## config.mk

```make
export PLATFORM = sky130hd
export DESIGN_NAME = qspi_host_ctrl_flat
export DESIGN_NICKNAME = d
export VERILOG_FILES = /design/src/rtl/qspi_host_ctrl_if.sv /design/src/rtl/qspi_host_ctrl.sv /design/src/flat_wrapper.sv
export SDC_FILE = /design/constraint.sdc
export NUM_CORES = 1
export LEC_CHECK = 0
export BUFFER_PORTS_ARGS = -buffer_cell sky130_fd_sc_hd__buf_2
export CAP_MARGIN = 5
export CORE_ASPECT_RATIO = 1.75
export CORE_MARGIN = 4
export CORE_UTILIZATION = 56
export CTS_CLUSTER_SIZE = 16
export DETAILED_ROUTE_END_ITERATION = 8
export PLACE_DENSITY = 0.85
export SLEW_MARGIN = 20
export SYNTH_ARGS = -nofsm -noshare
export SYNTH_HDL_FRONTEND = slang
export SYNTH_SLANG_ARGS = --single-unit
export TNS_END_PERCENT = 20
```

## constraint.sdc

```tcl
create_clock -name clk -period 13.4 [get_ports clk]
set_clock_uncertainty 0.2 [all_clocks]
set_input_delay 1.34 -clock clk [delete_from_list [all_inputs] [get_ports clk]]
set_output_delay 1.34 -clock clk [all_outputs]
set_load 0.02 [all_outputs]
```

## src/rtl/qspi_host_ctrl_if.sv

```systemverilog
// Descriptor/handshake bundle between an SoC requester and the QSPI host controller.
// The master side supplies the descriptor and start pulse; the slave side is the controller.
interface qspi_host_ctrl_if;
  logic        start;
  logic        rw;
  logic        quad;
  logic [31:0] cmd;
  logic [5:0]  cmd_len;
  logic [31:0] addr;
  logic [5:0]  addr_len;
  logic [7:0]  dummy_cycles;
  logic [31:0] wdata;
  logic [5:0]  data_len;
  logic        busy;
  logic        done;
  logic        cfg_err;
  logic [31:0] rdata;

  modport master (
    output start, rw, quad, cmd, cmd_len, addr, addr_len, dummy_cycles, wdata, data_len,
    input  busy, done, cfg_err, rdata
  );

  modport slave (
    input  start, rw, quad, cmd, cmd_len, addr, addr_len, dummy_cycles, wdata, data_len,
    output busy, done, cfg_err, rdata
  );
endinterface

```

## src/rtl/qspi_host_ctrl.sv

```systemverilog
// QSPI host: runs CMD/ADDR/DUMMY/DATA phases MSB-first on 1 or 4 lanes.
// spi_clk is generated from clk; sdo changes on falling edges, read data is sampled there too.
module qspi_host_ctrl #(
  parameter int CLK_DIV = 2
) (
  input  logic             clk,
  input  logic             rst,
  qspi_host_ctrl_if.slave  bus,
  output logic             spi_clk,
  output logic             spi_csn0,
  output logic             spi_csn1,
  output logic             spi_csn2,
  output logic             spi_csn3,
  output logic             spi_sdo0,
  output logic             spi_sdo1,
  output logic             spi_sdo2,
  output logic             spi_sdo3,
  output logic             spi_oe0,
  output logic             spi_oe1,
  output logic             spi_oe2,
  output logic             spi_oe3,
  input  logic             spi_sdi0,
  input  logic             spi_sdi1,
  input  logic             spi_sdi2,
  input  logic             spi_sdi3
);

  localparam int DIV_W = (CLK_DIV > 1) ? $clog2(CLK_DIV) : 1;
  localparam logic [DIV_W-1:0] DIV_LAST = DIV_W'(CLK_DIV - 1);

  typedef enum logic [2:0] {IDLE, CMD, ADDR, DUMMY, DATA} state_t;

  state_t           state_r;
  logic [DIV_W-1:0] div_cnt_r;
  logic [5:0]       bit_cnt_r;
  logic [7:0]       dummy_cnt_r;
  logic [31:0]      sh_r;
  logic             rw_r, quad_r;
  logic [31:0]      cmd_r, addr_r, wdata_r;
  logic [5:0]       cmd_len_r, addr_len_r, data_len_r;
  logic [7:0]       dummy_r;
  logic             busy_r, done_r, cfg_err_r, spi_clk_r;
  logic [31:0]      rdata_r;
  logic [3:0]       csn_r, sdo_r, oe_r;

  logic             idle_s, cfg_ok_s, phase_end_s;
  logic             src_rw_s, src_quad_s;
  logic [31:0]      src_cmd_s, src_addr_s, src_wdata_s;
  logic [5:0]       src_cmd_len_s, src_addr_len_s, src_data_len_s, step_s;
  logic [7:0]       src_dummy_s;
  state_t           nxt_phase_s;
  logic [31:0]      nxt_word_s, sh_shift_s;

  // First non-empty phase strictly after cur, IDLE when none remain.
  function automatic state_t phase_after(input state_t cur, input logic [5:0] cl,
                                         input logic [5:0] al, input logic [7:0] dm,
                                         input logic [5:0] dl);
    state_t nxt;
    if ((cur == IDLE) && (cl != 6'd0))
      nxt = CMD;
    else if ((cur inside {IDLE, CMD}) && (al != 6'd0))
      nxt = ADDR;
    else if ((cur inside {IDLE, CMD, ADDR}) && (dm != 8'd0))
      nxt = DUMMY;
    else if ((cur != DATA) && (dl != 6'd0))
      nxt = DATA;
    else
      nxt = IDLE;
    return nxt;
  endfunction

  // Left-aligns the right-justified field so the MSB sits at bit 31.
  function automatic logic [31:0] phase_word(input state_t ph, input logic rw,
                                             input logic [31:0] c, input logic [5:0] cl,
                                             input logic [31:0] a, input logic [5:0] al,
                                             input logic [31:0] d, input logic [5:0] dl);
    logic [31:0] w;
    case (ph)
      CMD:     w = c << (6'd32 - cl);
      ADDR:    w = a << (6'd32 - al);
      DATA:    w = rw ? 32'd0 : (d << (6'd32 - dl));
      default: w = 32'd0;
    endcase
    return w;
  endfunction

  function automatic logic [3:0] lanes(input logic [31:0] w, input logic q);
    return q ? w[31:28] : {3'b000, w[31]};
  endfunction

  function automatic logic [3:0] phase_oe(input state_t ph, input logic rw, input logic q);
    logic [3:0] m;
    case (ph)
      CMD, ADDR: m = q ? 4'hF : 4'h1;
      DATA:      m = rw ? 4'h0 : (q ? 4'hF : 4'h1);
      default:   m = 4'h0;
    endcase
    return m;
  endfunction

  // Descriptor source (live inputs when idle), start validation and phase sequencing.
  always_comb begin
    idle_s         = (state_r == IDLE);
    src_rw_s       = idle_s ? bus.rw           : rw_r;
    src_quad_s     = idle_s ? bus.quad         : quad_r;
    src_cmd_s      = idle_s ? bus.cmd          : cmd_r;
    src_cmd_len_s  = idle_s ? bus.cmd_len      : cmd_len_r;
    src_addr_s     = idle_s ? bus.addr         : addr_r;
    src_addr_len_s = idle_s ? bus.addr_len     : addr_len_r;
    src_dummy_s    = idle_s ? bus.dummy_cycles : dummy_r;
    src_wdata_s    = idle_s ? bus.wdata        : wdata_r;
    src_data_len_s = idle_s ? bus.data_len     : data_len_r;

    cfg_ok_s = (bus.cmd_len <= 6'd32) && (bus.addr_len <= 6'd32) && (bus.data_len <= 6'd32)
            && !(bus.quad && ((bus.cmd_len[1:0] | bus.addr_len[1:0] | bus.data_len[1:0]) != 2'b00))
            && !((bus.cmd_len == 6'd0) && (bus.addr_len == 6'd0) && (bus.data_len == 6'd0));

    nxt_phase_s = phase_after(state_r, src_cmd_len_s, src_addr_len_s, src_dummy_s, src_data_len_s);
    nxt_word_s  = phase_word(nxt_phase_s, src_rw_s, src_cmd_s, src_cmd_len_s,
                             src_addr_s, src_addr_len_s, src_wdata_s, src_data_len_s);

    step_s     = quad_r ? 6'd4 : 6'd1;
    sh_shift_s = quad_r ? {sh_r[27:0], 4'h0} : {sh_r[30:0], 1'b0};
    case (state_r)
      CMD:     phase_end_s = ((bit_cnt_r + step_s) == cmd_len_r);
      ADDR:    phase_end_s = ((bit_cnt_r + step_s) == addr_len_r);
      DATA:    phase_end_s = ((bit_cnt_r + step_s) == data_len_r);
      DUMMY:   phase_end_s = (dummy_cnt_r == (dummy_r - 8'd1));
      default: phase_end_s = 1'b0;
    endcase
  end

  // Transaction FSM, spi_clk divider and all registered pin/status outputs.
  always_ff @(posedge clk) begin
    if (rst) begin
      state_r     <= IDLE;
      div_cnt_r   <= {DIV_W{1'b0}};
      bit_cnt_r   <= 6'd0;
      dummy_cnt_r <= 8'd0;
      sh_r        <= 32'd0;
      rw_r        <= 1'b0;
      quad_r      <= 1'b0;
      cmd_r       <= 32'd0;
      addr_r      <= 32'd0;
      wdata_r     <= 32'd0;
      cmd_len_r   <= 6'd0;
      addr_len_r  <= 6'd0;
      data_len_r  <= 6'd0;
      dummy_r     <= 8'd0;
      busy_r      <= 1'b0;
      done_r      <= 1'b0;
      cfg_err_r   <= 1'b0;
      spi_clk_r   <= 1'b0;
      rdata_r     <= 32'd0;
      csn_r       <= 4'hF;
      sdo_r       <= 4'h0;
      oe_r        <= 4'h0;
    end else begin
      done_r    <= 1'b0;
      cfg_err_r <= 1'b0;
      case (state_r)
        IDLE: begin
          if (bus.start && cfg_ok_s) begin
            rw_r        <= bus.rw;
            quad_r      <= bus.quad;
            cmd_r       <= bus.cmd;
            addr_r      <= bus.addr;
            wdata_r     <= bus.wdata;
            cmd_len_r   <= bus.cmd_len;
            addr_len_r  <= bus.addr_len;
            data_len_r  <= bus.data_len;
            dummy_r     <= bus.dummy_cycles;
            rdata_r     <= 32'd0;
            busy_r      <= 1'b1;
            state_r     <= nxt_phase_s;
            sh_r        <= nxt_word_s;
            sdo_r       <= lanes(nxt_word_s, bus.quad);
            oe_r        <= phase_oe(nxt_phase_s, bus.rw, bus.quad);
            csn_r       <= bus.quad ? 4'h0 : 4'hE;
            div_cnt_r   <= {DIV_W{1'b0}};
            bit_cnt_r   <= 6'd0;
            dummy_cnt_r <= 8'd0;
            spi_clk_r   <= 1'b0;
          end else begin
            cfg_err_r <= bus.start;
          end
        end
        CMD, ADDR, DUMMY, DATA: begin
          if (div_cnt_r == DIV_LAST) begin
            div_cnt_r <= {DIV_W{1'b0}};
            if (!spi_clk_r) begin
              spi_clk_r <= 1'b1;
            end else begin
              // Falling edge: capture read data, then advance the bit stream.
              spi_clk_r <= 1'b0;
              if ((state_r == DATA) && rw_r)
                rdata_r <= quad_r ? {rdata_r[27:0], spi_sdi3, spi_sdi2, spi_sdi1, spi_sdi0}
                                  : {rdata_r[30:0], spi_sdi0};
              else
                rdata_r <= rdata_r;
              if (phase_end_s) begin
                bit_cnt_r   <= 6'd0;
                dummy_cnt_r <= 8'd0;
                state_r     <= nxt_phase_s;
                sh_r        <= nxt_word_s;
                sdo_r       <= lanes(nxt_word_s, quad_r);
                oe_r        <= phase_oe(nxt_phase_s, rw_r, quad_r);
                if (nxt_phase_s == IDLE) begin
                  busy_r <= 1'b0;
                  done_r <= 1'b1;
                  csn_r  <= 4'hF;
                end else begin
                  csn_r  <= csn_r;
                end
              end else begin
                bit_cnt_r   <= bit_cnt_r + step_s;
                dummy_cnt_r <= dummy_cnt_r + 8'd1;
                sh_r        <= sh_shift_s;
                sdo_r       <= lanes(sh_shift_s, quad_r);
              end
            end
          end else begin
            div_cnt_r <= div_cnt_r + DIV_W'(1);
          end
        end
        default: state_r <= IDLE;
      endcase
    end
  end

  assign bus.busy    = busy_r;
  assign bus.done    = done_r;
  assign bus.cfg_err = cfg_err_r;
  assign bus.rdata   = rdata_r;
  assign spi_clk     = spi_clk_r;
  assign {spi_csn3, spi_csn2, spi_csn1, spi_csn0} = csn_r;
  assign {spi_sdo3, spi_sdo2, spi_sdo1, spi_sdo0} = sdo_r;
  assign {spi_oe3,  spi_oe2,  spi_oe1,  spi_oe0}  = oe_r;

endmodule

```

## src/flat_wrapper.sv

```systemverilog
// flat-port wrapper written by rule: the top's interface ports become plain ports
module qspi_host_ctrl_flat 
#(
  parameter int CLK_DIV = 2
)
  (clk, rst, spi_clk, spi_csn0, spi_csn1, spi_csn2, spi_csn3, spi_sdo0, spi_sdo1, spi_sdo2, spi_sdo3, spi_oe0, spi_oe1, spi_oe2, spi_oe3, spi_sdi0, spi_sdi1, spi_sdi2, spi_sdi3, bus_start, bus_rw, bus_quad, bus_cmd, bus_cmd_len, bus_addr, bus_addr_len, bus_dummy_cycles, bus_wdata, bus_data_len, bus_busy, bus_done, bus_cfg_err, bus_rdata);
  qspi_host_ctrl_if bus_i ();
  input  logic clk;
  input  logic rst;
  output logic spi_clk;
  output logic spi_csn0;
  output logic spi_csn1;
  output logic spi_csn2;
  output logic spi_csn3;
  output logic spi_sdo0;
  output logic spi_sdo1;
  output logic spi_sdo2;
  output logic spi_sdo3;
  output logic spi_oe0;
  output logic spi_oe1;
  output logic spi_oe2;
  output logic spi_oe3;
  input  logic spi_sdi0;
  input  logic spi_sdi1;
  input  logic spi_sdi2;
  input  logic spi_sdi3;
  input wire logic [$bits(bus_i.start)-1:0] bus_start;
  input wire logic [$bits(bus_i.rw)-1:0] bus_rw;
  input wire logic [$bits(bus_i.quad)-1:0] bus_quad;
  input wire logic [$bits(bus_i.cmd)-1:0] bus_cmd;
  input wire logic [$bits(bus_i.cmd_len)-1:0] bus_cmd_len;
  input wire logic [$bits(bus_i.addr)-1:0] bus_addr;
  input wire logic [$bits(bus_i.addr_len)-1:0] bus_addr_len;
  input wire logic [$bits(bus_i.dummy_cycles)-1:0] bus_dummy_cycles;
  input wire logic [$bits(bus_i.wdata)-1:0] bus_wdata;
  input wire logic [$bits(bus_i.data_len)-1:0] bus_data_len;
  output wire logic [$bits(bus_i.busy)-1:0] bus_busy;
  output wire logic [$bits(bus_i.done)-1:0] bus_done;
  output wire logic [$bits(bus_i.cfg_err)-1:0] bus_cfg_err;
  output wire logic [$bits(bus_i.rdata)-1:0] bus_rdata;
  assign bus_i.start = bus_start;
  assign bus_i.rw = bus_rw;
  assign bus_i.quad = bus_quad;
  assign bus_i.cmd = bus_cmd;
  assign bus_i.cmd_len = bus_cmd_len;
  assign bus_i.addr = bus_addr;
  assign bus_i.addr_len = bus_addr_len;
  assign bus_i.dummy_cycles = bus_dummy_cycles;
  assign bus_i.wdata = bus_wdata;
  assign bus_i.data_len = bus_data_len;
  assign bus_busy = bus_i.busy;
  assign bus_done = bus_i.done;
  assign bus_cfg_err = bus_i.cfg_err;
  assign bus_rdata = bus_i.rdata;
  qspi_host_ctrl #(.CLK_DIV(CLK_DIV)) u_core (.clk(clk), .rst(rst), .bus(bus_i), .spi_clk(spi_clk), .spi_csn0(spi_csn0), .spi_csn1(spi_csn1), .spi_csn2(spi_csn2), .spi_csn3(spi_csn3), .spi_sdo0(spi_sdo0), .spi_sdo1(spi_sdo1), .spi_sdo2(spi_sdo2), .spi_sdo3(spi_sdo3), .spi_oe0(spi_oe0), .spi_oe1(spi_oe1), .spi_oe2(spi_oe2), .spi_oe3(spi_oe3), .spi_sdi0(spi_sdi0), .spi_sdi1(spi_sdi1), .spi_sdi2(spi_sdi2), .spi_sdi3(spi_sdi3));
endmodule
```

# ---- Yosys cells after proc, flatten, opt, wreduce, memory -nomap -nowiden
# Cells that the tools add are included.
dict set report classes {
  n_addsub 7
  n_lt_le_gt_ge 3
  eq_ne 18
  shift 3
  muxes 82
  n_bitwise 7
  reduce_logical 40
}
# operator n
set op_table {}
lappend op_table {{$mux 32} 10}
lappend op_table {{$mux 31} 4}
lappend op_table {{$pmux 32 s3} 1}
lappend op_table {{$shl 32x6->32} 3}
lappend op_table {{$mux 4} 21}
lappend op_table {{$pmux 32 s2} 1}
lappend op_table {{$pmux 31 s2} 1}
lappend op_table {{$mux 6} 7}
lappend op_table {{$mux 8} 5}
lappend op_table {{$pmux 4 s2} 5}
lappend op_table {{$mux 3} 9}
lappend op_table {{$eq 6x6->1} 3}
lappend op_table {{$le 6x6->1 const B} 3}
lappend op_table {{$logic_not 6->1} 3}
lappend op_table {{$reduce_bool 6->1} 3}
lappend op_table {{$sub 6x6->6 const A} 3}
lappend op_table {{$pmux 8 s2} 1}
lappend op_table {{$logic_and 1x1->1} 13}
lappend op_table {{$pmux 6 s2} 1}
lappend op_table {{$mux 1} 11}
lappend op_table {{$ne 2x1->1 const B} 5}
lappend op_table {{$reduce_and 5->1} 2}
lappend op_table {{$eq 3x2->1 const B} 3}
lappend op_table {{$add 8x1->8 const B} 1}
lappend op_table {{26 further kinds} 41}
dict set report totals {
  reg_bits 221
  input_bits 131
  out_inout_bits 48
  elab_cells 182
}

# ---- Depth between registers and ports, before layout
# Gate-level depths: netlist (run 1).
dict set report logic_depth {
  ltp_word 15
  ltp_mapped 20
  mapped_depth_nobuf 12
}

# ---- Worst setup path after synthesis (run 1)
# Ideal clock, no wire load.
dict set report synth_timing {
  path_kind {in2reg}
  from {input port bus_addr_len[0]}
  to {register u_core.sdo_r[1]}
  setup_ns 0.070
  arrival_ns 4.674
  required_time_ns 13.130
  setup_slack_ns 8.457
  stages 15
  path_buffers 6
  path_cell_list {buf_2 buf_2 buf_2 buf_2 mux2i_1 ha_1 inv_1 buf_1 buf_1 o211ai_1 nand4_1 mux2i_1 a2111o_1 a31o_1 a21oi_1}
}
dict set report synth_via {
  elab_chain_len 12
  word_cells_on_any_way 35
  cone_classes {1 x add/sub; 1 x order compare; 4 x eq/ne; 1 x shift; 11 x mux; 2 x bitwise; 15 x reduce/logical}
}
# item line_no
set synth_rtl {}
lappend synth_rtl {{from (decl)} flat_wrapper.sv:33} ;# input wire logic [$bits(bus_i.addr_len)-1:0] bus_addr_len;
lappend synth_rtl {{parallel branches: the longest is 12 deep, another holds $sub 6x6->6} n/a}
lappend synth_rtl {{to (signal assigned)} qspi_host_ctrl.sv:177} ;# sdo_r <= lanes(nxt_word_s, bus.quad);
lappend synth_rtl {{to (signal assigned)} qspi_host_ctrl.sv:206} ;# sdo_r <= lanes(nxt_word_s, quad_r);
lappend synth_rtl {{to (signal assigned)} qspi_host_ctrl.sv:219} ;# sdo_r <= lanes(sh_shift_s, quad_r);
lappend synth_rtl {{to (decl)} qspi_host_ctrl.sv:44} ;# logic [3:0] csn_r, sdo_r, oe_r;
# Several ways; the timed one is not identified. The select of a mux whose other input is x is not followed.
# A chain may end at the register's enable or synchronous reset.

# ---- Worst setup path after layout (run 1)
dict set report layout_timing {
  from {register u_core.state_r[2]}
  to {register u_core.sh_r[29]}
}
dict set report layout_via {
  elab_chain_len 14
  word_cells_on_any_way 51
  cone_classes {3 x add/sub; 11 x eq/ne; 3 x shift; 20 x mux; 14 x reduce/logical}
}
# item line_no
set layout_rtl {}
lappend layout_rtl {{from (decl)} qspi_host_ctrl.sv:33} ;# state_t state_r;
lappend layout_rtl {{from (signal assigned)} qspi_host_ctrl.sv:175} ;# state_r <= nxt_phase_s;
lappend layout_rtl {{from (signal assigned)} qspi_host_ctrl.sv:204} ;# state_r <= nxt_phase_s;
lappend layout_rtl {{parallel branches: the longest is 14 deep, another holds $sub 6x6->6} n/a}
lappend layout_rtl {{to (signal assigned)} qspi_host_ctrl.sv:176} ;# sh_r <= nxt_word_s;
lappend layout_rtl {{to (signal assigned)} qspi_host_ctrl.sv:205} ;# sh_r <= nxt_word_s;
lappend layout_rtl {{to (signal assigned)} qspi_host_ctrl.sv:218} ;# sh_r <= sh_shift_s;
lappend layout_rtl {{to (decl)} qspi_host_ctrl.sv:37} ;# logic [31:0] sh_r;
# Several ways; the timed one is not identified. The select of a mux whose other input is x is not followed.

==> impl_metrics.csv, run 1 <==
group,metric,value,unit
status,outcome,"finished, final reports clean",
job,cap_violations,0,
yosys,synth_ff_type,"dfxtp_1",
clock_tree,clock-sinks,217,
setup_path,crit_arrival,5.88,ns
drt,vias,18200,
setup_path,critPathRequiredTime,13.69,ns
global_routing,overflow,0,
timing,report.final.slew_viol_count,0,
global_routing,grt_pass1_vias,17600,
layout,area_delta_synth_final,8.01,%
drt,viasPerCell,6.75,
timing,finalCritPeriodShare,41.7,%
yosys,yosysUniqueCellTypes,90,
timing,slew_headroom,29.5,%
yosys,seq_area_frac_synth,24.0,%
die,start_util,57.1,%
power_and_ir_drop,max-vdd-ir-drop,0.117,mV
setup_path,path_depth,14,
die,rows,86,
global_routing,track_usage,33.8,%
setup_path,rr_worst_depth,14,
setup_path,startpoint_type,"flop",
setup_path,max_stage_delay,0.72,ns
layout,fin_cells,2702,
setup_path,cp_num_buf_inv,2,
yosys,async_reset_ff_share,0,%
global_routing,grt_pass1_wl,96200,um
setup_path,cpMostUsedCell,"buf_4",
placed_design,dpl.hpwl,46000,um
clock_tree,post_cts.repair.setup_buffers,0,
drt,wirelength,62600,um
clock_tree,clk_pin_slew_worst_paths,0.07,ns
placed_design,placedCellCount,2660,
setup_path,crit_start,"u_core.state_r[2]$_SDFFE_PP0P_",
die,die_h,246,um
clock_tree,postCtsHoldBufs,0,
power_and_ir_drop,finalPower,1770,uW
timing,final.min_clock_period,5.59,ns
layout,nets,2427,
worst_hold_path,holdCritPathClass,"reg -> reg",
power_and_ir_drop,powerDensity,90.4,mW/mm2
placed_design,numPortBuffers,178,
worst_hold_path,min_from,"u_core.wdata_r[31]$_SDFFE_PP0P_",
setup_path,cp_cell_sequence,"buf_4 -> nor3_4 -> buf_4 -> mux2i_1 -> ha_1 -> nor4b_1 -> nor3b_1 -> a41oi_1 -> a211oi_1 -> o21ai_1 -> a221o_1 -> nand4_1 -> o211ai_1 -> a21oi_1",
clock_tree,clockBufferDepth,3,
setup_path,crit_path_end_kind,"flop",
placed_design,place_area,0.0189,mm2
layout,drive_gt1_share,17.1,%
layout,fillCellCount,2754,
timing,tns,0,ns
yosys,synth_edf_count,0,
drt,drt_iter0_drc,1540,
layout,fin_area,0.0196,mm2
drt,drc_errors,0,
power_and_ir_drop,p_leak,0.00719,uW
worst_hold_path,min_delay_path_depth,2,
drt,first_pass_iters,5,
global_routing,antenna_found_initial,3,
clock_tree,cts_buffers,23,
timing,tightest_slew,1.05,ns
drt,ant_nets,0,
clock_tree,cts_tree,"built",
yosys,postSynthAreaPerCell,8.06,um2
placed_design,gp_congestion,1.06,
setup_path,critPathKind,"reg -> reg",
die,fp.dieArea,0.0354,mm2
setup_path,critPathTopFamily,"compound AO/OA/AOI/OAI gates",
timing,hold_violations,0,
die,num_io_pins,179,
clock_tree,insertion_delay,0.56,ns
global_routing,grt_max_degree,112,
die,core-area,0.0317,mm2
timing,fmax,179,MHz
timing,setup_violations,0,
yosys,synthCells,2248,
yosys,synth_area,0.0181,mm2
yosys,ys_ff_latch,217,
clock_tree,root_buffer,"clkbuf_16",
drt,routedWlPerCell,23.2,um
clock_tree,post_cts_resized,0,
timing,grt_setup_unrepaired,"false",
yosys,synthesis.nets,2386,
die,dieWidth,144,um
clock_tree,cts_max_level,1,
yosys,yosysWarnings,0,
setup_path,slowest_stage,"a211oi_1",
setup_path,path_max_fanout,42,
setup_path,rr_startpoint,"u_core.state_r[2]$_SDFFE_PP0P_",
==> power breakdown <==
group / switching, uW / total, uW / internal [uW]
combinational: 297 / 485 / 188
sequential: 8.24 / 661 / 653
clock: 293 / 623 / 330
total: 598 / 1770 / 1170
==> sequential cells by signal (all words and copies together) (netlist names), 3 cells and up <==
signal              cells
u_core.cmd_r           32
u_core.dummy_cnt_r      8
u_core.bit_cnt_r        6
u_core.dummy_r          8
u_core.state_r          3
u_core.cmd_len_r        6
u_core.bus.rdata       32
u_core.sdo_r            4
u_core.addr_r          32
u_core.wdata_r         32
u_core.addr_len_r       6
u_core.sh_r            31
u_core.data_len_r       6
==> routing by layer <==
layer,GRT usage (%),share of wire (%)
met1,38.4,36
met2,59.7,51
met5,0,0.019
met3,3.41,5.8
met4,21.1,7.1
==> placed cells by master, fill, tap and decap left out, types with 23 or more instances in the layout <==
cell type    n
nor3_1      75
nor2b_1     35
mux4_2      64
buf_4       34
inv_1       23
nor2_1     123
clkbuf_16   23
nand3_1     43
a21oi_1    264
o21ai_0     60
a31oi_1     24
dfxtp_1    213
a211oi_1    44
mux2_2      45
buf_2      177
mux2i_1    313
nand2_1    359
o22ai_1     24
==> stage by stage <==
step / setup slack (ns) / hold slack (ns) / utilization (%)
after floorplan: 8.46 / 0.232 / -
after global placement: 7.56 / 0.242 / 59.4
after detailed placement: 7.42 / 0.246 / 59.4
after CTS: 8.01 / 0.255 / 61.6
after global routing: 7.48 / 0.288 / 61.6
final: 7.81 / 0.254 / 61.6
==> cell families (layout without fill, tap and decap cells) <==
| group | count (synthesis) | in the layout | share of synthesized area [%] |
|---|---|---|---|
| xor gates and xnor gates | 33 | 33 | 1.64 |
| other | 0 | 2 | 0 |
| DFF | 217 | 217 | 24.0 |
| adders and majority gates | 7 | 7 | 0.484 |
| muxes | 426 | 426 | 28.5 |
| AOI/OAI and AO/OA | 597 | 597 | 20.9 |
| buffers and inverters | 220 | 276 | 5.72 |
| and+or+nand+nor | 748 | 748 | 18.8 |
==> area by class of cell <==
cell class	instances	area (um2)	area share, %
well taps	396	495	2.53
diodes	2	5.00	0.0256
clock buffers	29	618	3.16
flip-flops and latches	217	4350	22.2
multi-input cells	1811	12800	65.3
clock inverters	11	78.8	0.403
inverters	24	90.1	0.461
repair buffers	212	1150	5.89
==> cell usage after synthesis, types with 9 or more instances <==
cell        n  area [um2]
nand2_1   360        1350
mux2i_1   313        3130
a21oi_1   264        1320
dfxtp_1   217        4340
nor2_1    124         465
clkbuf_1   86         323
buf_2      81         405
nor3_1     75         375
mux4_2     64        1440
o21ai_0    60         300
mux2_2     45         507
a211oi_1   44         330
nand3_1    44         220
nor2b_1    35         219
a31oi_1    24         150
o22ai_1    24         150
inv_1      23        86.3
o211ai_1   18         135
xor2_1     18         158
nor4_1     16         100
a22oi_1    15         113
xnor2_1    14         123
o31ai_1    13        97.6
a21o_1     12        90.1
and2_1     12        75.1
nand2b_1   12        75.1
nor3b_1    12        90.1
and3_1     11        68.8
nand4_1    11        68.8
o21a_1     11        82.6
buf_1      10        37.5
buf_6      10         113
a221oi_1    9        78.8
buf_4       9        67.6
==> final timing paths <==
path | slack, ns | to
worst max-delay path | 7.81 | u_core.sh_r[29]$_SDFFE_PP0P_
worst min register to register | 0.25 | u_core.wdata_r[31]$_SDFFE_PP0P_
worst min-delay path | 0.25 | u_core.wdata_r[31]$_SDFFE_PP0P_
worst max register to register | 7.81 | u_core.sh_r[29]$_SDFFE_PP0P_
==> worst register-to-register path, stage by stage, from the launching register on <==
cell and delay [ns]:
dfxtp_1 0.34, buf_4 0.23, nor3_4 0.23, buf_4 0.50, mux2i_1 0.31, ha_1 0.39, nor4b_1 0.37, nor3b_1 0.33
a41oi_1 0.35, a211oi_1 0.72, o21ai_1 0.58, a221o_1 0.55, nand4_1 0.14, o211ai_1 0.10, a21oi_1 0.16
Power figures use the tool's default switching activity.
==> inputs of run 2 (changes only) <==
--- a/config.mk
+++ b/config.mk
@@ -5,14 +5,15 @@
 export SDC_FILE = /design/constraint.sdc
 export NUM_CORES = 1
 export LEC_CHECK = 0
+export ABC_AREA = 1
 export BUFFER_PORTS_ARGS = -buffer_cell sky130_fd_sc_hd__buf_2
 export CAP_MARGIN = 5
 export CORE_ASPECT_RATIO = 1.75
 export CORE_MARGIN = 4
-export CORE_UTILIZATION = 56
+export CORE_UTILIZATION = 55
 export CTS_CLUSTER_SIZE = 16
 export DETAILED_ROUTE_END_ITERATION = 8
-export PLACE_DENSITY = 0.85
+export PLACE_DENSITY = 0.87
 export SLEW_MARGIN = 20
 export SYNTH_ARGS = -nofsm -noshare
 export SYNTH_HDL_FRONTEND = slang
==> constraint.sdc (replaced) <==
create_clock -name clk -period 4.7 [get_ports clk]
set_clock_uncertainty 0.2 [all_clocks]
set_input_delay 0.47 -clock clk [delete_from_list [all_inputs] [get_ports clk]]
set_output_delay 0.47 -clock clk [all_outputs]
set_load 0.02 [all_outputs]
==> impl_metrics.csv, run 2 <==
group,metric,value,unit
drt,dr_wl_met3,4620,um
timing,hold_violations,0,
yosys,synth_top_area_share,25.2,%
status,outcome,"finished, final reports clean",
yosys,postSynthAreaPerCell,5.94,um2
clock_tree,cts_tree,"built",
drt,first_pass_iters,6,
drt,wirelength,70300,um
layout,fin_cells,3356,
layout,final_cell_mix,"845 x nand2_1, 449 x nand3_1, 247 x inv_1, 228 x o21ai_0, 216 x dfxtp_1",
setup_path,rr_worst_depth,15,
layout,fin_area,0.0188,mm2
worst_hold_path,min_from,"bus_dummy_cycles[5]",
clock_tree,clockBufferDepth,3,
clock_tree,cts_buffers,21,
setup_path,crit_arrival,4.27,ns
worst_hold_path,whs_endpoint,"u_core.dummy_r[5]$_SDFFE_PP0P_",
drt,met1Wirelength,24600,um
power_and_ir_drop,max-vdd-ir-drop,0.543,mV
clock_tree,post_cts.repair.setup_buffers,0,
yosys,yosysWarnings,0,
placed_design,place_area,0.0180,mm2
drt,drt_iter0_drc,1572,
setup_path,crit_path_end_kind,"flop",
yosys,synth_edf_count,0,
timing,setup_violations,0,
drt,routedWlPerCell,20.9,um
placed_design,dpl.hpwl,53600,um
yosys,synth_area_leaders,"dfxtp_1 25%, nand2_1 18%, nand3_1 13%",
drt,viasPerCell,6.04,
power_and_ir_drop,p_leak,0.00830,uW
clock_tree,cts_max_level,1,
layout,drive_gt1_share,11.5,%
setup_path,startpoint_type,"flop",
worst_hold_path,min_delay_path_depth,3,
worst_hold_path,holdCritPathClass,"in -> reg",
placed_design,placedCellCount,3315,
layout,final_common_cell,"nand2_1",
timing,final.min_clock_period,4.07,ns
timing,grt_setup_unrepaired,"false",
placed_design,gp_congestion,1.04,
drt,top_layer,"met4",
global_routing,overflow,0,
die,dieWidth,142,um
global_routing,grt_pass1_wl,108000,um
layout,area_delta_synth_final,9.11,%
timing,report.final.slew_viol_count,0,
clock_tree,insertion_delay,0.55,ns
global_routing,track_usage,39.5,%
yosys,synth.most_common_cell,"nand2_1",
setup_path,r2r_setup_slack,0.63,ns
clock_tree,post_cts_resized,0,
setup_path,critPathRequiredTime,4.90,ns
layout,nets,3087,
timing,tns,0,ns
die,start_util,56.0,%
power_and_ir_drop,powerDensity,926,mW/mm2
setup_path,rr_startpoint,"u_core.state_r[2]$_SDFFE_PP0P_",
clock_tree,clock-sinks,217,
setup_path,regToRegEndpoint,"u_core.sh_r[19]$_SDFFE_PP0P_",
clock_tree,root_buffer,"clkbuf_16",
die,num_io_pins,179,
die,core-area,0.0308,mm2
drt,ant_nets,0,
yosys,seq_area_frac_synth,25.2,%
timing,tightest_slew,1.06,ns
yosys,synth_commonest_cells,"847 x nand2_1, 449 x nand3_1, 248 x inv_1, 228 x o21ai_0, 217 x dfxtp_1",
yosys,synth_area,0.0173,mm2
die,rows,85,
clock_tree,clk_pin_slew_worst_paths,0.08,ns
global_routing,grt_pass1_vias,19400,
timing,fmax,246,MHz
placed_design,numPortBuffers,178,
yosys,synth_ff_type,"dfxtp_1",
yosys,synthCells,2904,
setup_path,critPathKind,"reg -> reg",
yosys,synth_top_area_cell,"dfxtp_1",
yosys,ys_ff_latch,217,
yosys,async_reset_ff_share,0,%
drt,route.met2.wl,35600,um
setup_path,path_max_fanout,36,
job,cap_violations,0,
yosys,synthesis.nets,3042,
die,die_h,242,um
global_routing,antenna_found_initial,1,
timing,finalCritPeriodShare,86.5,%
yosys,yosysUniqueCellTypes,53,
global_routing,grt_max_degree,100,
drt,drc_errors,0,
layout,post-route-util,61.1,%
die,fp.dieArea,0.0344,mm2
timing,slew_headroom,29.3,%
drt,vias,20300,
[run 2: routing by layer]
metal / track usage, % / vias up
li1: - / 9744
met4: 24.8 / 0
met2: 70.6 / 977
met3: 5.04 / 266
met5: 0 / -
met1: 43.3 / 9293
[run 2: worst max-delay path by stage]
stage / to / from / slack (ns) / cells after the start
after global routing: u_core.sh_r[30]$_SDFFE_PP0P_ / u_core.state_r[2]$_SDFFE_PP0P_ / 0.32 / 15
after detailed placement: u_core.sh_r[30]$_SDFFE_PP0P_ / u_core.state_r[2]$_SDFFE_PP0P_ / 0.75 / 15
after CTS: u_core.sh_r[30]$_SDFFE_PP0P_ / u_core.state_r[2]$_SDFFE_PP0P_ / 0.71 / 15
after floorplan: u_core.sh_r[25]$_SDFFE_PP0P_ / u_core.state_r[1]$_SDFFE_PP0P_ / 1.50 / 19
after global placement: u_core.sh_r[30]$_SDFFE_PP0P_ / u_core.state_r[2]$_SDFFE_PP0P_ / 0.71 / 15
final: u_core.sh_r[19]$_SDFFE_PP0P_ / u_core.state_r[2]$_SDFFE_PP0P_ / 0.63 / 15
[run 2: cell type report]
class / instances / area [um2]
fillers: 2898 / 12000
multi-input cells: 2223 / 10900
flip-flops and latches: 217 / 4350
repair buffers: 223 / 1270
inverters: 263 / 990
clock buffers: 28 / 612
well taps: 391 / 489
clock inverters: 10 / 214
diodes: 1 / 2.50
[run 2: cell families after synthesis]
family / Yosys count / synth area share (%)
compound gates: 602 / 19.8
fa+ha+maj: 7 / 0.507
mux: 7 / 0.406
flops: 217 / 25.2
simple gates: 1582 / 41.0
buf+inv: 464 / 11.7
xor+xnor: 25 / 1.38
[run 2: worst max-delay path: stages (launching register included)]
cell     delay, ns
dfxtp_1       0.49
inv_2         0.27
nand2_8       0.32
nand2_1       0.11
nand2_2       0.12
buf_4         0.33
nand3_1       0.19
nand2_1       0.22
buf_4         0.32
nor2_1        0.09
nor2_1        0.27
a21oi_1       0.11
o21ai_0       0.45
nand3_1       0.20
nand2_1       0.13
a21oi_1       0.07
[run 2: repair_timing]
item / 4_1_cts / 5_1_grt
endpoints found under the setup margin: 0 / 0
hold buffers: 2 / 0
endpoints found under the hold margin: 2 / 0
[run 2: where the power goes]
group          leakage, uW  internal (uW)  switching, uW
combinational      0.00614           3640           9300
clock             0.000401           1250            820
sequential         0.00176           2170            266
[run 2: metrics by stage]
| stage | setup slack [ns] | hold slack (ns) | power (uW) |
|---|---|---|---|
| final | 0.632 | 0.00795 | 17400 |
| after global routing | 0.316 | 0.0151 | 18800 |
| after CTS | 0.714 | 0.000669 | 17200 |
| after detailed placement | 0.749 | 0.237 | 15100 |
| after global placement | 0.714 | 0.233 | 15000 |
| after floorplan | 1.50 | 0.224 | 11700 |
==> inputs of run 3 (changes only) <==
--- a/config.mk
+++ b/config.mk
@@ -10,10 +10,11 @@
 export CAP_MARGIN = 5
 export CORE_ASPECT_RATIO = 1.75
 export CORE_MARGIN = 4
-export CORE_UTILIZATION = 55
+export CORE_UTILIZATION = 48
 export CTS_CLUSTER_SIZE = 16
 export DETAILED_ROUTE_END_ITERATION = 8
-export PLACE_DENSITY = 0.87
+export GPL_TIMING_DRIVEN = 0
+export PLACE_DENSITY = 0.79
 export SLEW_MARGIN = 20
 export SYNTH_ARGS = -nofsm -noshare
 export SYNTH_HDL_FRONTEND = slang
==> impl_metrics.csv, run 3 (synthesis gave the netlist of run 2 again) <==
group,metric,value,unit
drt,wirelength,85900,um
layout,fin_area,0.0196,mm2
placed_design,place_ws,-0.197,ns
layout,drive_gt1_share,12.4,%
global_routing,grt_pass1_vias,21000,
layout,area_delta_synth_final,13.7,%
die,rows,91,
global_routing,track_usage,42.9,%
clock_tree,cts_buffers,22,
timing,hold_violations,1,
die,dieWidth,151,um
power_and_ir_drop,p_sw,11600,uW
timing,fmax,215,MHz
placed_design,numPortBuffers,177,
timing,final.min_clock_period,4.65,ns
layout,final_cell_mix,"847 x nand2_1, 449 x nand3_1, 248 x inv_1, 233 x buf_2, 228 x o21ai_0",
timing,tns,0,ns
power_and_ir_drop,pwr-share-clk,10.6,%
die,num_io_pins,179,
power_and_ir_drop,switching_share,61.4,%
die,core-area,0.0354,mm2
clock_tree,clock-sinks,217,
status,violations,"hold timing",
power_and_ir_drop,p_seq_share,12.8,%
setup_path,cp_num_buf_inv,6,
setup_path,path_max_fanout,10,
placed_design,gp_congestion,1.17,
placed_design,place_area,0.0187,mm2
status,outcome,"finished, violations left",
timing,grt_setup_unrepaired,"true",
power_and_ir_drop,p_comb_share,76.6,%
clock_tree,post_cts.repair.setup_buffers,0,
job,cap_violations,0,
layout,final_common_cell,"nand2_1",
timing,report.final.slew_viol_count,0,
setup_path,max_stage_delay,0.48,ns
clock_tree,insertion_delay,0.56,ns
drt,ant_nets,0,
layout,nets,3250,
die,fp.dieArea,0.0392,mm2
drt,drc_errors,0,
timing,slew_headroom,25.5,%
timing,fin_ws,0.0495,ns
power_and_ir_drop,p_leak,0.00864,uW
clock_tree,cts_tree,"built",
clock_tree,cts_max_level,1,
clock_tree,clk_pin_slew_worst_paths,0.08,ns
global_routing,grt_pass1_wl,126000,um
clock_tree,root_buffer,"clkbuf_16",
setup_path,critPathRequiredTime,4.94,ns
setup_path,startpoint_type,"flop",
drt,routedWlPerCell,23.9,um
power_and_ir_drop,p_int,7310,uW
drt,drt_iter0_drc,2072,
power_and_ir_drop,max-vdd-ir-drop,0.501,mV
setup_path,crit_arrival,4.89,ns
global_routing,overflow,0,
setup_path,crit_path_end_kind,"flop",
clock_tree,clockBufferDepth,3,
timing,whs,-0.00286,ns
drt,vias,21800,
drt,first_pass_iters,8,
setup_path,slowest_stage,"o211ai_1",
timing,finalCritPeriodShare,98.9,%
placed_design,dpl.hpwl,69400,um
die,die_h,259,um
drt,viasPerCell,6.06,
timing,tightest_slew,1.12,ns
global_routing,grt_max_degree,17,
global_routing,antenna_found_initial,2,
setup_path,cpMostUsedCell,"nand3_1",
setup_path,cp_cell_sequence,"nor2_8 -> nand2_8 -> buf_12 -> buf_12 -> nand2_2 -> nand2_2 -> buf_2 -> ha_1 -> clkbuf_1 -> inv_1 -> clkbuf_1 -> nand3_1 -> nand3_1 -> nand3_1 -> nand2_1 -> o211ai_1 -> nand3_1 -> a21oi_1 -> nor2_1",
power_and_ir_drop,powerDensity,965,mW/mm2
worst_hold_path,holdCritPathClass,"in -> reg",
setup_path,critPathTopFamily,"simple AND/OR/NAND/NOR gates",
die,start_util,48.7,%
timing,setup_violations,0,
setup_path,critPathKind,"reg -> reg",
-- run 3: cell types whose count changed in the layout (fill, tap and decap cells not counted), moves of 3 or more --
cell | before | now
buf_4 | 41 | 22
clkbuf_1 | 1 | 94
buf_2 | 177 | 233
buf_1 | 0 | 13
clkinv_2 | 0 | 3
buf_6 | 0 | 12
dlygate4sd3_1 | 2 | 8
clkbuf_8 | 6 | 3
-- run 3: metal layers --
| metal | share of wire, % | global-route usage (%) | wire [um] |
|---|---|---|---|
| met5 | 0 | 0 | 0 |
| met4 | 9.9 | 34.6 | 8530 |
| met3 | 8.4 | 8.64 | 7220 |
| met1 | 34 | 45.1 | 28800 |
| met2 | 48 | 72.5 | 41300 |
-- run 3: final cells by class --
cell class	count	area (um2)
Fill cell	3639	15800
Multi-Input combinational cell	2223	10900
Sequential cell	217	4340
Buffer	200	1030
Inverter	263	997
Timing Repair Buffer	185	966
Clock buffer	26	596
Tap cell	465	582
Clock inverter	14	205
Antenna cell	2	5.00
-- run 3: through the flow --
step	total power, uW	util, %	std cells
6_report	18900	55.4	3595
5_1_grt	20000	55.4	3594
4_1_cts	18300	55.4	3594
3_5_place_dp	16300	52.9	3546
3_3_place_gp	16300	52.9	3546
2_1_floorplan	11700	-	2904
-- run 3: what timing repair did --
action | 4_1_cts | 5_1_grt
pin swaps | 0 | 0
setup endpoints to repair | 24 | 29
cloned | 0 | 0
hold endpoints to repair | 8 | 0
hold buffers | 8 | 0
gates resized for setup | 1 | 2
-- run 3: final timing paths --
check | slack [ns] | depth (start not counted) | endpoint | from
setup / recovery | 0.05 | 19 | u_core.sh_r[25]$_SDFFE_PP0P_ | u_core.state_r[1]$_SDFFE_PP0P_
hold / removal | -0.003 | 3 | u_core.addr_r[31]$_SDFFE_PP0P_ | bus_addr[31]
setup reg to reg | 0.05 | 19 | u_core.sh_r[25]$_SDFFE_PP0P_ | u_core.state_r[1]$_SDFFE_PP0P_
hold reg to reg | 0.25 | 2 | u_core.cmd_r[10]$_SDFFE_PP0P_ | u_core.cmd_r[10]$_SDFFE_PP0P_
-- run 3: power by group through the flow --
stage               Sequential (uW)  Clock [uW]  Combinational, uW
floorplan                      2600           0               9090
global placement               2440           0              13800
detailed placement             2450           0              13800
CTS                            2410        2000              13900
global route                   2460        2080              15500
finish                         2430        2010              14500
-- run 3: worst min-delay path: cells and delay by family --
kind / cells / cell delay (ns)
buffers and inverters: 1 / 0.08
AOI/OAI and AO/OA: 2 / 0.17
